## src/rtl/spi_rx_pkg.sv

```systemverilog
// rtl/spi_rx_pkg.sv - shared state encodings and bit-order constants for the SPI link
package spi_rx_pkg;

    localparam logic [0:0] SPI_IDLE  = 1'b0;
    localparam logic [0:0] SPI_SHIFT = 1'b1;

    localparam bit MSB_FIRST = 1'b1;
    localparam bit LSB_FIRST = 1'b0;

endpackage

```

## src/rtl/spi_rx.sv

```systemverilog
// rtl/spi_rx.sv - SPI receive deserialiser with start/busy/done handshake and valid/ack output
module spi_rx
    import spi_rx_pkg::*;
#(
    parameter int BitCount     = 5,
    parameter int BitCountLog2 = 3,
    parameter bit MsbFirst     = MSB_FIRST
) (
    input  logic                sclk,
    input  logic                reset,
    input  logic                miso,
    input  logic                start,
    output logic [BitCount-1:0] data,
    output logic                busy,
    output logic                done,
    output logic                valid,
    input  logic                data_ack,
    output logic                overrun
);

    localparam logic [BitCountLog2-1:0] LastIdx = BitCountLog2'(BitCount - 1);

    logic [0:0]              state;
    logic [BitCountLog2-1:0] cnt;
    logic [BitCount-1:0]     shreg;
    logic [BitCount-1:0]     shreg_next;
    logic                    last_bit;

    // The assembled word includes the bit being sampled on this edge.
    always_comb begin
        shreg_next = shreg;
        if (MsbFirst == MSB_FIRST) begin
            shreg_next = {shreg[BitCount-2:0], miso};
        end else begin
            shreg_next = {miso, shreg[BitCount-1:1]};
        end
    end

    assign last_bit = (state == SPI_SHIFT) && (cnt == LastIdx);
    assign busy     = (state == SPI_SHIFT);

    always_ff @(posedge sclk or posedge reset) begin
        if (reset) begin
            state   <= SPI_IDLE;
            cnt     <= '0;
            shreg   <= '0;
            data    <= '0;
            done    <= 1'b0;
            valid   <= 1'b0;
            overrun <= 1'b0;
        end else begin
            done <= 1'b0;
            if (data_ack) begin
                valid <= 1'b0;
            end
            case (state)
                SPI_IDLE: begin
                    if (start) begin
                        state <= SPI_SHIFT;
                        cnt   <= '0;
                    end
                end
                default: begin
                    shreg <= shreg_next;
                    cnt   <= cnt + BitCountLog2'(1);
                    if (last_bit) begin
                        // Completion takes priority over a same-edge acknowledge.
                        data  <= shreg_next;
                        done  <= 1'b1;
                        valid <= 1'b1;
                        if (valid && !data_ack) begin
                            overrun <= 1'b1;
                        end
                        if (start) begin
                            cnt <= '0;
                        end else begin
                            state <= SPI_IDLE;
                        end
                    end
                end
            endcase
        end
    end

endmodule

```

## config.mk

```make
export PLATFORM = sky130hd
export DESIGN_NAME = spi_rx
export DESIGN_NICKNAME = d
export VERILOG_FILES = /design/src/rtl/spi_rx_pkg.sv /design/src/rtl/spi_rx.sv
export SDC_FILE = /design/constraint.sdc
export NUM_CORES = 1
export LEC_CHECK = 0
export ABC_AREA = 1
export ABC_CLOCK_PERIOD_IN_PS = 3060
export BUFFER_PORTS_ARGS = -buffer_cell sky130_fd_sc_hd__clkbuf_2
export CORE_AREA = 2 2 39 41
export CTS_CLUSTER_DIAMETER = 150
export CTS_CLUSTER_SIZE = 10
export DETAILED_ROUTE_END_ITERATION = 8
export DIE_AREA = 0 0 41 43
export HOLD_SLACK_MARGIN = 0.08
export PLACE_DENSITY = 0.74
export SLEW_MARGIN = 20
export SYNTH_ARGS = -nofsm -noshare
export SYNTH_HDL_FRONTEND = slang
export SYNTH_SLANG_ARGS = --single-unit
```

## constraint.sdc

```tcl
create_clock -name sclk -period 3.06 [get_ports sclk]
set_clock_uncertainty 0.05 [all_clocks]
set_input_delay 0 -clock sclk [delete_from_list [all_inputs] [get_ports sclk]]
set_output_delay 0 -clock sclk [all_outputs]
set_load 0.005 [all_outputs]
```

==> results.yml, run 1 <==
status:
  status: "finished clean"
setup_path:
  crit_required_ps: 3180
  critPathSlowestCell: "dfrtp_1"
  cp-end-kind: "flop"
  r2r-start: "cnt[0]"
  startpoint: "cnt[0]"
  worst_setup_path_start_kind: "flop"
  path_buf_inv: 1
  worstSetupPathType: "flop to flop"
  worstPathCellList: "inv_1, ha_1, nand3_4, nand2_1, o21ai_1"
  cp_max_fo: 10
  crit_family: "flip-flops"
  cp.arrival_ps: 1310
  max_stage_delay_ps: 410
global_routing:
  busiest_layer: "met1"
  grt_use_total_pct: 15.2
  antenna_found_initial: 0
  use_met2_pct: 20.0
  grt.met3_usage_pct: 4.71
  grt-ovfl-total: 0
  grt_pass1_wl_um: 1780
  use_met1_pct: 21.6
  grt_pass1_vias: 418
  grt_start_max_net_pins: 17
layout:
  fillers: 132
  antenna_cells: 0
  final_area_sq_um: 818
  area_growth_pct: 22.5
  seqCellArea_sq_um: 400
  drive_gt1_share_pct: 20.4
  multi_input_area_sq_um: 214
  finalNonFillerCells: 109
  utilization_pct: 59.1
  final_nets: 101
timing:
  tightest_slew_ps: 585
  slew_viol_final: 0
  hold_violations: 0
  min_period_ps: 1190
  max_freq_mhz: 842
  max-slew-margin-rel_pct: 61.0
  period_share_pct: 38.8
  hold_ws_ps: 264
  finalWorstSetupSlack_ps: 1870
  final.setup.tns_ps: 0
  finalSetupViolCount: 0
  rsz0062_at_grt: "no"
die:
  num_rows: 14
  pin_count: 14
  start_util_pct: 48.3
  dieArea_sq_um: 1760
  core_sq_um: 1380
  die_x_um: 41
  die_y_um: 43
drt:
  post-route-drc-count: 0
  drt-initial-drc-count: 7
  num_vias: 504
  drtAntennaViolNets: 0
  totalWireLength_um: 1050
  wire_per_inst_um: 9.63
  drt-pass1-iter-count: 3
  viasPerCell: 4.62
pwr:
  internal_power_mw: 0.504
  ir_drop_mv: 0.381
  powerDensity_nw_per_um2: 963
  p_switching_mw: 0.284
  netSwitchingFraction_pct: 36.0
  pwr-share-seq_pct: 48.6
  clkPwrFrac_pct: 16.8
  p_leak_nw: 0.471
  power_mw: 0.788
  pwr-share-comb_pct: 34.5
place:
  dp_slack_ps: 1880
  gp_congestion: 0.770
  post-place-cells: 101
  dpl_cell_area_sq_um: 742
  io_buffers: 13
  hpwl_um: 812
synth:
  ys_types: 11
  ys_warn_count: 0
  ys_seq_area_share_pct: 59.9
  synth_top_flop_cell: "dfrtp_1"
  synthesis.area_sq_um: 668
  synth-seq-cells: 16
  synthTopCellsByArea: "dfrtp_1 (60%), nand2_1 (19%), inv_1 (5.1%)"
  yosysTopAreaCell: "dfrtp_1"
  synth_top_area_share_pct: 59.9
  synth.most_common_cell: "nand2_1"
  syn-instance-count: 73
  syn_area_per_cell_sq_um: 9.15
  synth_nets: 80
  synthArstFlopShare_pct: 100
  synth_commonest_cells: "nand2_1 (34), dfrtp_1 (16), inv_1 (9), nor2_1 (3), o21ai_1 (3)"
  synth-edff-count: 0
clock_tree:
  clk_pin_slew_worst_paths_ps: 90
  clock_latency_ps: 270
  clockBufferDepth: 2
  cts_made_buffers: 3
  post_cts_resized: 0
  cts_tree: "built"
  htree_levels: 1
  numClockSinks: 16
  post-cts-setup-buffers: 0
  clockRootBuffer: "clkbuf_4"
  ctsHoldBuffers: 4
job:
  cap_violations: 0
hold_path:
  worst_hold_path_type: "input pin to asynchronous set/reset pin"
## area by class of cell
cell class / instances / share of cell area (%)
Tap cell: 16 / 2.45
Inverter: 10 / 5.20
Timing Repair Buffer: 17 / 12.8
Clock buffer: 4 / 4.43
Sequential cell: 16 / 48.9
Multi-Input combinational cell: 46 / 26.1
## state kept, by name, indices dropped and copies added (netlist names)
register and cells:
shreg 4, data 5, busy 1, done 1, cnt 3, overrun 1
valid 1
## power groups by stage
stage / Sequential (mW) / Clock, mW / Combinational [mW]
CTS: 0.384 / 0.140 / 0.281
floorplan: 0.374 / 0 / 0.196
finish: 0.383 / 0.133 / 0.272
detailed placement: 0.388 / 0 / 0.276
global placement: 0.383 / 0 / 0.265
global route: 0.396 / 0.150 / 0.329
## routing by layer
layer	vias to the layer above	part of all wire [%]
li1	260	-
met1	233	49
met2	9	46
met3	2	4.6
met4	0	0.86
met5	-	0
## worst reg2reg max path, stage by stage (launching register included)
cell and delay, ps:
dfrtp_1 410, inv_1 80, ha_1 210, nand3_4 160
nand2_1 120, o21ai_1 60
## final timing paths
check                                end  slack [ps]  depth (start not counted)
worst max-delay path             data[2]        1870                          5
worst min-delay path                done         260                          3
worst max register to register   data[2]        1870                          5
worst min register to register   data[4]         440                          2
max in group asynchronous       shreg[0]        2320                          3
min in group sclk                   busy         420                          4
## layout by cell type (no fill, tap or decap), drive strengths merged
| cell type | n |
|---|---|
| clkbuf | 17 |
| clkinv | 1 |
| dfrtp | 16 |
| dlygate4sd3 | 4 |
| ha | 2 |
| inv | 9 |
| nand2 | 34 |
| nand3 | 1 |
| nor2 | 3 |
| o21ai | 5 |
| o21bai | 1 |
## cell families (layout without fill, tap and decap cells)
logic type | count (synthesis) | in the layout | synth area share [%]
and+or+nand+nor | 38 | 38 | 23.4
AOI/OAI and AO/OA | 6 | 6 | 4.87
DFF | 16 | 16 | 59.9
buffers and inverters | 11 | 31 | 8.05
adders and majority gates | 2 | 2 | 3.74
(Power assumes the default switching activity.)
==> inputs of run 2 (changes only) <==
--- a/config.mk
+++ b/config.mk
@@ -6,15 +6,14 @@
 export NUM_CORES = 1
 export LEC_CHECK = 0
 export ABC_AREA = 1
-export ABC_CLOCK_PERIOD_IN_PS = 3060
+export ABC_CLOCK_PERIOD_IN_PS = 1050
 export BUFFER_PORTS_ARGS = -buffer_cell sky130_fd_sc_hd__clkbuf_2
-export CORE_AREA = 2 2 39 41
+export CORE_UTILIZATION = 45
 export CTS_CLUSTER_DIAMETER = 150
 export CTS_CLUSTER_SIZE = 10
 export DETAILED_ROUTE_END_ITERATION = 8
-export DIE_AREA = 0 0 41 43
 export HOLD_SLACK_MARGIN = 0.08
-export PLACE_DENSITY = 0.74
+export PLACE_DENSITY = 0.7
 export SLEW_MARGIN = 20
 export SYNTH_ARGS = -nofsm -noshare
 export SYNTH_HDL_FRONTEND = slang
==> constraint.sdc (replaced) <==
create_clock -name sclk -period 1.05 [get_ports sclk]
set_clock_uncertainty 0.05 [all_clocks]
set_input_delay 0 -clock sclk [delete_from_list [all_inputs] [get_ports sclk]]
set_output_delay 0 -clock sclk [all_outputs]
set_load 0.005 [all_outputs]
==> run 2 against run 1 <==
Compared with the run above: the run now ends with setup timing left; utilization rose by 7.0 points; setup slack got worse by 2000 ps; sequential power grew to 3.0 times the previous value; clock power up 140%; critical endpoint is now cnt[0]; count of clock-buffer cells in the layout fell by 1; global-route usage up 1.4 points; sequential share of layout area shrank 3.4 points; wire length grew 11%; cell area is 7.8% higher; final cell count increased by 2.8%; via count is 4.6% higher; fmax increased by 5.1%; largest cell class unchanged.
==> results.yml, run 2 (synthesis results as in run 1) <==
layout:
  top_register: "data"
  fillers: 105
  drive_gt1_share_pct: 37.1
  final_common_cell: "nand2_1"
  largest_register_ffs: 5
  final_cell_mix: "nand2_1 (26), dfrtp_1 (15), clkbuf_2 (13)"
  area_growth_pct: 32.0
  antenna_cells: 0
  finalNonFillerCells: 112
  reg.largest.list: "data x5, shreg x4, cnt x3"
  final_area_sq_um: 882
  utilization_pct: 66.1
  final_nets: 106
timing:
  period_share_pct: 108
  max-slew-margin-rel_pct: 79.2
  final.setup.tns_ps: -483
  finalWorstSetupSlack_ps: -80.1
  tightest_slew_ps: 311
  max_freq_mhz: 885
  slew_viol_final: 0
  hold_violations: 0
  rsz0062_at_grt: "yes"
  min_period_ps: 1130
  finalSetupViolCount: 9
  hold_ws_ps: 186
place:
  post-place-cells: 104
  hpwl_um: 748
  io_buffers: 13
  gp_congestion: 0.812
  dp_slack_ps: -87.2
  dpl_cell_area_sq_um: 773
global_routing:
  grt_pass1_wl_um: 1660
  antenna_found_initial: 0
  busiest_layer: "met2"
  grt-ovfl-total: 0
  use_met2_pct: 25.0
  grt_start_max_net_pins: 17
  use_met1_pct: 18.4
  grt_use_total_pct: 16.6
  grt.met3_usage_pct: 6.67
  grt_pass1_vias: 400
pwr:
  ir_drop_mv: 1.32
  p_leak_nw: 0.487
  power_mw: 2.51
  pwr-share-seq_pct: 45.3
  internal_power_mw: 1.55
  p_switching_mw: 0.962
  netSwitchingFraction_pct: 38.3
  clkPwrFrac_pct: 12.6
  pwr-share-comb_pct: 42.1
  powerDensity_nw_per_um2: 2850
clock_tree:
  numClockSinks: 16
  htree_levels: 1
  cts_made_buffers: 3
  clockBufferDepth: 2
  post-cts-setup-buffers: 0
  clock_latency_ps: 280
  clockRootBuffer: "clkbuf_4"
  cts_tree: "built"
  clk_pin_slew_worst_paths_ps: 90
status:
  violations: "setup timing"
  status: "complete, but fails checks"
drt:
  post-route-drc-count: 0
  viasPerCell: 4.71
  drt-pass1-iter-count: 4
  wire_per_inst_um: 10.4
  drtAntennaViolNets: 0
  drt-initial-drc-count: 11
  num_vias: 527
  totalWireLength_um: 1170
setup_path:
  worst_setup_path_start_kind: "flop"
  crit_required_ps: 1180
  cp.arrival_ps: 1260
  worstSetupPathType: "flop to flop"
  cp-end-kind: "flop"
  cp_max_fo: 3
hold_path:
  worst_hold_path_type: "input pin to asynchronous set/reset pin"
die:
  num_rows: 13
  die_y_um: 40.5
  start_util_pct: 50.1
  die_x_um: 40.5
  core_sq_um: 1330
  dieArea_sq_um: 1640
  pin_count: 14
job:
  cap_violations: 0
==> run 2: changes by cell type in the layout (fill, tap and decap cells not counted), sizes merged <==
cell    delta
nand3      +1
clkbuf     -1
buf        +4
==> run 2: worst paths after layout <==
kind | cells past startpoint | start | slack, ps | to
hold / removal | 4 | reset | 190 | busy
hold reg to reg | 2 | data[0] | 430 | data[0]
setup / recovery | 7 | cnt[0] | -80 | cnt[0]
max in group asynchronous | 4 | reset | 570 | busy
min in group sclk | 2 | data[0] | 430 | data[0]
setup reg to reg | 7 | cnt[0] | -80 | cnt[0]
==> run 2: cell type report <==
class / count / area [sq um] / area share [%]
inverters: 10 / 42.5 / 4.82
flip-flops and latches: 16 / 402 / 45.5
repair buffers: 21 / 135 / 15.3
multi-input cells: 47 / 262 / 29.6
clock buffers: 3 / 22.5 / 2.55
well taps: 15 / 18.8 / 2.13
==> run 2: routing by layer <==
| metal | vias to the layer above | wire [um] |
|---|---|---|
| li1 | 273 | - |
| met1 | 237 | 594 |
| met2 | 12 | 494 |
| met3 | 5 | 48 |
| met4 | 0 | 33 |
| met5 | - | 0 |
==> run 2: repair_timing <==
item / 4_1_cts / 5_1_grt
setup endpoints to repair: 9 / 9
pin swaps: 0 / 2
gates resized for setup: 6 / 7
endpoints found under the hold margin: 24 / 0
cloned: 1 / 0
hold buffers: 4 / 0
==> run 2: power by group through the flow <==
stage,clock (mW),sequential (mW),combinational (mW)
3_5_place_dp,0,1.11,0.895
3_3_place_gp,0,1.09,0.888
4_1_cts,0.318,1.12,1.01
5_1_grt,0.350,1.18,1.21
2_1_floorplan,0,1.09,0.578
6_report,0.317,1.14,1.06
==> run 2: worst max-delay path, cell delays in order, from the launching register on <==
cell and delay [ps]:
dfrtp_1 410, inv_2 90, ha_4 170, nand2_2 70, nand2_2 90, nand2_2 60
nand2_1 50, nand2_1 50
==> inputs of run 3 (changes only) <==
--- a/config.mk
+++ b/config.mk
@@ -10,10 +10,11 @@
 export BUFFER_PORTS_ARGS = -buffer_cell sky130_fd_sc_hd__clkbuf_2
 export CORE_UTILIZATION = 45
 export CTS_CLUSTER_DIAMETER = 150
-export CTS_CLUSTER_SIZE = 10
+export CTS_CLUSTER_SIZE = 14
 export DETAILED_ROUTE_END_ITERATION = 8
 export HOLD_SLACK_MARGIN = 0.08
 export PLACE_DENSITY = 0.7
+export REMOVE_ABC_BUFFERS = 1
 export SLEW_MARGIN = 20
 export SYNTH_ARGS = -nofsm -noshare
 export SYNTH_HDL_FRONTEND = slang
==> run 3 against run 2 <==
Compared with the run above: the flow still finishes with violations (setup timing); count of clock-buffer cells in the layout grew 1; first-iteration DRC count grew 9.1%; power grew 7.6%; utilization grew 3.7 points; die area is the same; clock power grew 30%; largest cell class unchanged; largest power group is now combinational cells.
==> results.yml, run 3 (synthesis results as in run 1) <==
status:
  status: "complete, but fails checks"
  violations: "setup timing"
clock_tree:
  cts_tree: "built"
  clockBufferDepth: 2
  cts_made_buffers: 3
  numClockSinks: 16
  clk_pin_slew_worst_paths_ps: 90
  clockRootBuffer: "clkbuf_4"
  clock_latency_ps: 290
  htree_levels: 1
setup_path:
  cp-end-kind: "flop"
  cp_common_cell: "nand2_2"
  worstSetupPathType: "flop to flop"
  worst_setup_path_start_kind: "flop"
  max_stage_delay_ps: 420
  crit_family: "flip-flops"
  crit_required_ps: 1190
  cp.arrival_ps: 1270
  cp_max_fo: 2
  path_buf_inv: 1
  critPathSlowestCell: "dfrtp_1"
  worstPathCellList: "inv_2, ha_4, nand2_2, nand2_2, nand2_2, nand2_1, nand2_1"
pwr:
  ir_drop_mv: 1.41
  power_mw: 2.70
  p_leak_nw: 0.515
  powerDensity_nw_per_um2: 2900
timing:
  hold_violations: 0
  min_period_ps: 1130
  period_share_pct: 108
  max-slew-margin-rel_pct: 85.0
  finalWorstSetupSlack_ps: -82.5
  finalSetupViolCount: 9
  max_freq_mhz: 883
  tightest_slew_ps: 226
  rsz0062_at_grt: "yes"
  slew_viol_final: 0
global_routing:
  grt_use_total_pct: 18.4
  grt_start_max_net_pins: 17
  grt-ovfl-total: 0
  grt_pass1_wl_um: 1900
  grt_pass1_vias: 462
  antenna_found_initial: 0
layout:
  antenna_cells: 0
  utilization_pct: 69.8
  area_growth_pct: 39.3
  final_common_cell: "nand2_1"
  final_cell_mix: "nand2_1 (30), dfrtp_1 (15), clkbuf_2 (13)"
  reg.largest.list: "data x5, shreg x4, cnt x3"
  final_nets: 110
  top_register: "data"
  drive_gt1_share_pct: 37.3
  largest_register_ffs: 5
job:
  cap_violations: 0
drt:
  totalWireLength_um: 1230
  viasPerCell: 4.47
  drtAntennaViolNets: 0
  num_vias: 523
  post-route-drc-count: 0
  drt-initial-drc-count: 12
  drt-pass1-iter-count: 4
  wire_per_inst_um: 10.5
die:
  die_x_um: 40.5
  start_util_pct: 50.1
  num_rows: 13
  pin_count: 14
  core_sq_um: 1330
  dieArea_sq_um: 1640
  die_y_um: 40.5
place:
  io_buffers: 13
  gp_congestion: 0.800
  hpwl_um: 785
hold_path:
  worst_hold_path_type: "input pin to asynchronous set/reset pin"
[run 3: where the power goes]
group / switching [mW] / internal, mW / total (mW) / leakage, nW
logic: 0.605 / 0.602 / 1.21 / 0.301
registers: 0.177 / 0.906 / 1.08 / 0.193
clock network: 0.201 / 0.211 / 0.412 / 0.0210
total: 0.983 / 1.72 / 2.70 / 0.515
[run 3: cell type report]
class	instances	area, sq um
clock buffer	4	36.3
fill	110	403
inverter	10	42.5
multi-input combinational	46	251
sequential	16	402
tap	15	18.8
timing repair buffer	26	180
[run 3: path summary, 6_finish.rpt]
check	slack [ps]	cells after the start	endpoint	from
max in group asynchronous	540	4	busy	reset
min in group sclk	410	4	data[0]	miso
worst min-delay path	210	4	shreg[2]	reset
worst min register to register	430	1	overrun	overrun
worst max-delay path	-80	7	cnt[2]	cnt[0]
worst max register to register	-80	7	cnt[2]	cnt[0]
[run 3: worst min-delay path, cell delays in order]
cell and delay, ps:
dlygate4sd3_1 550, clkbuf_2 110, inv_1 50, buf_4 230
[run 3: what timing repair did]
| item | in CTS | in global routing |
|---|---|---|
| endpoints found under the setup margin | 11 | 11 |
| pin swaps | 6 | 4 |
| buffers inserted | 4 | 0 |
| gates resized for setup | 9 | 5 |
| hold endpoints to repair | 24 | 0 |
| hold buffers | 4 | 0 |
[run 3: layer usage]
layer / wire, um / global-route usage, %
met1: 596 / 22.5
met5: 0 / 0
met3: 44 / 3.33
met4: 21 / 10.0
met2: 563 / 30.2
[run 3: metrics by stage]
| step | cells | setup slack (ps) | hold WS [ps] | cell area (sq um) | setup TNS [ps] |
|---|---|---|---|---|---|
| floorplan | 72 | -36.9 | -136 | 657 | -234 |
| global placement | 105 | -55.8 | -58.8 | 778 | -383 |
| detailed placement | 105 | -106 | -48.9 | 778 | -706 |
| CTS | 117 | -59.0 | 192 | 917 | -176 |
| global route | 117 | -163 | 236 | 931 | -1040 |
| finish | 117 | -82.5 | 214 | 931 | -534 |
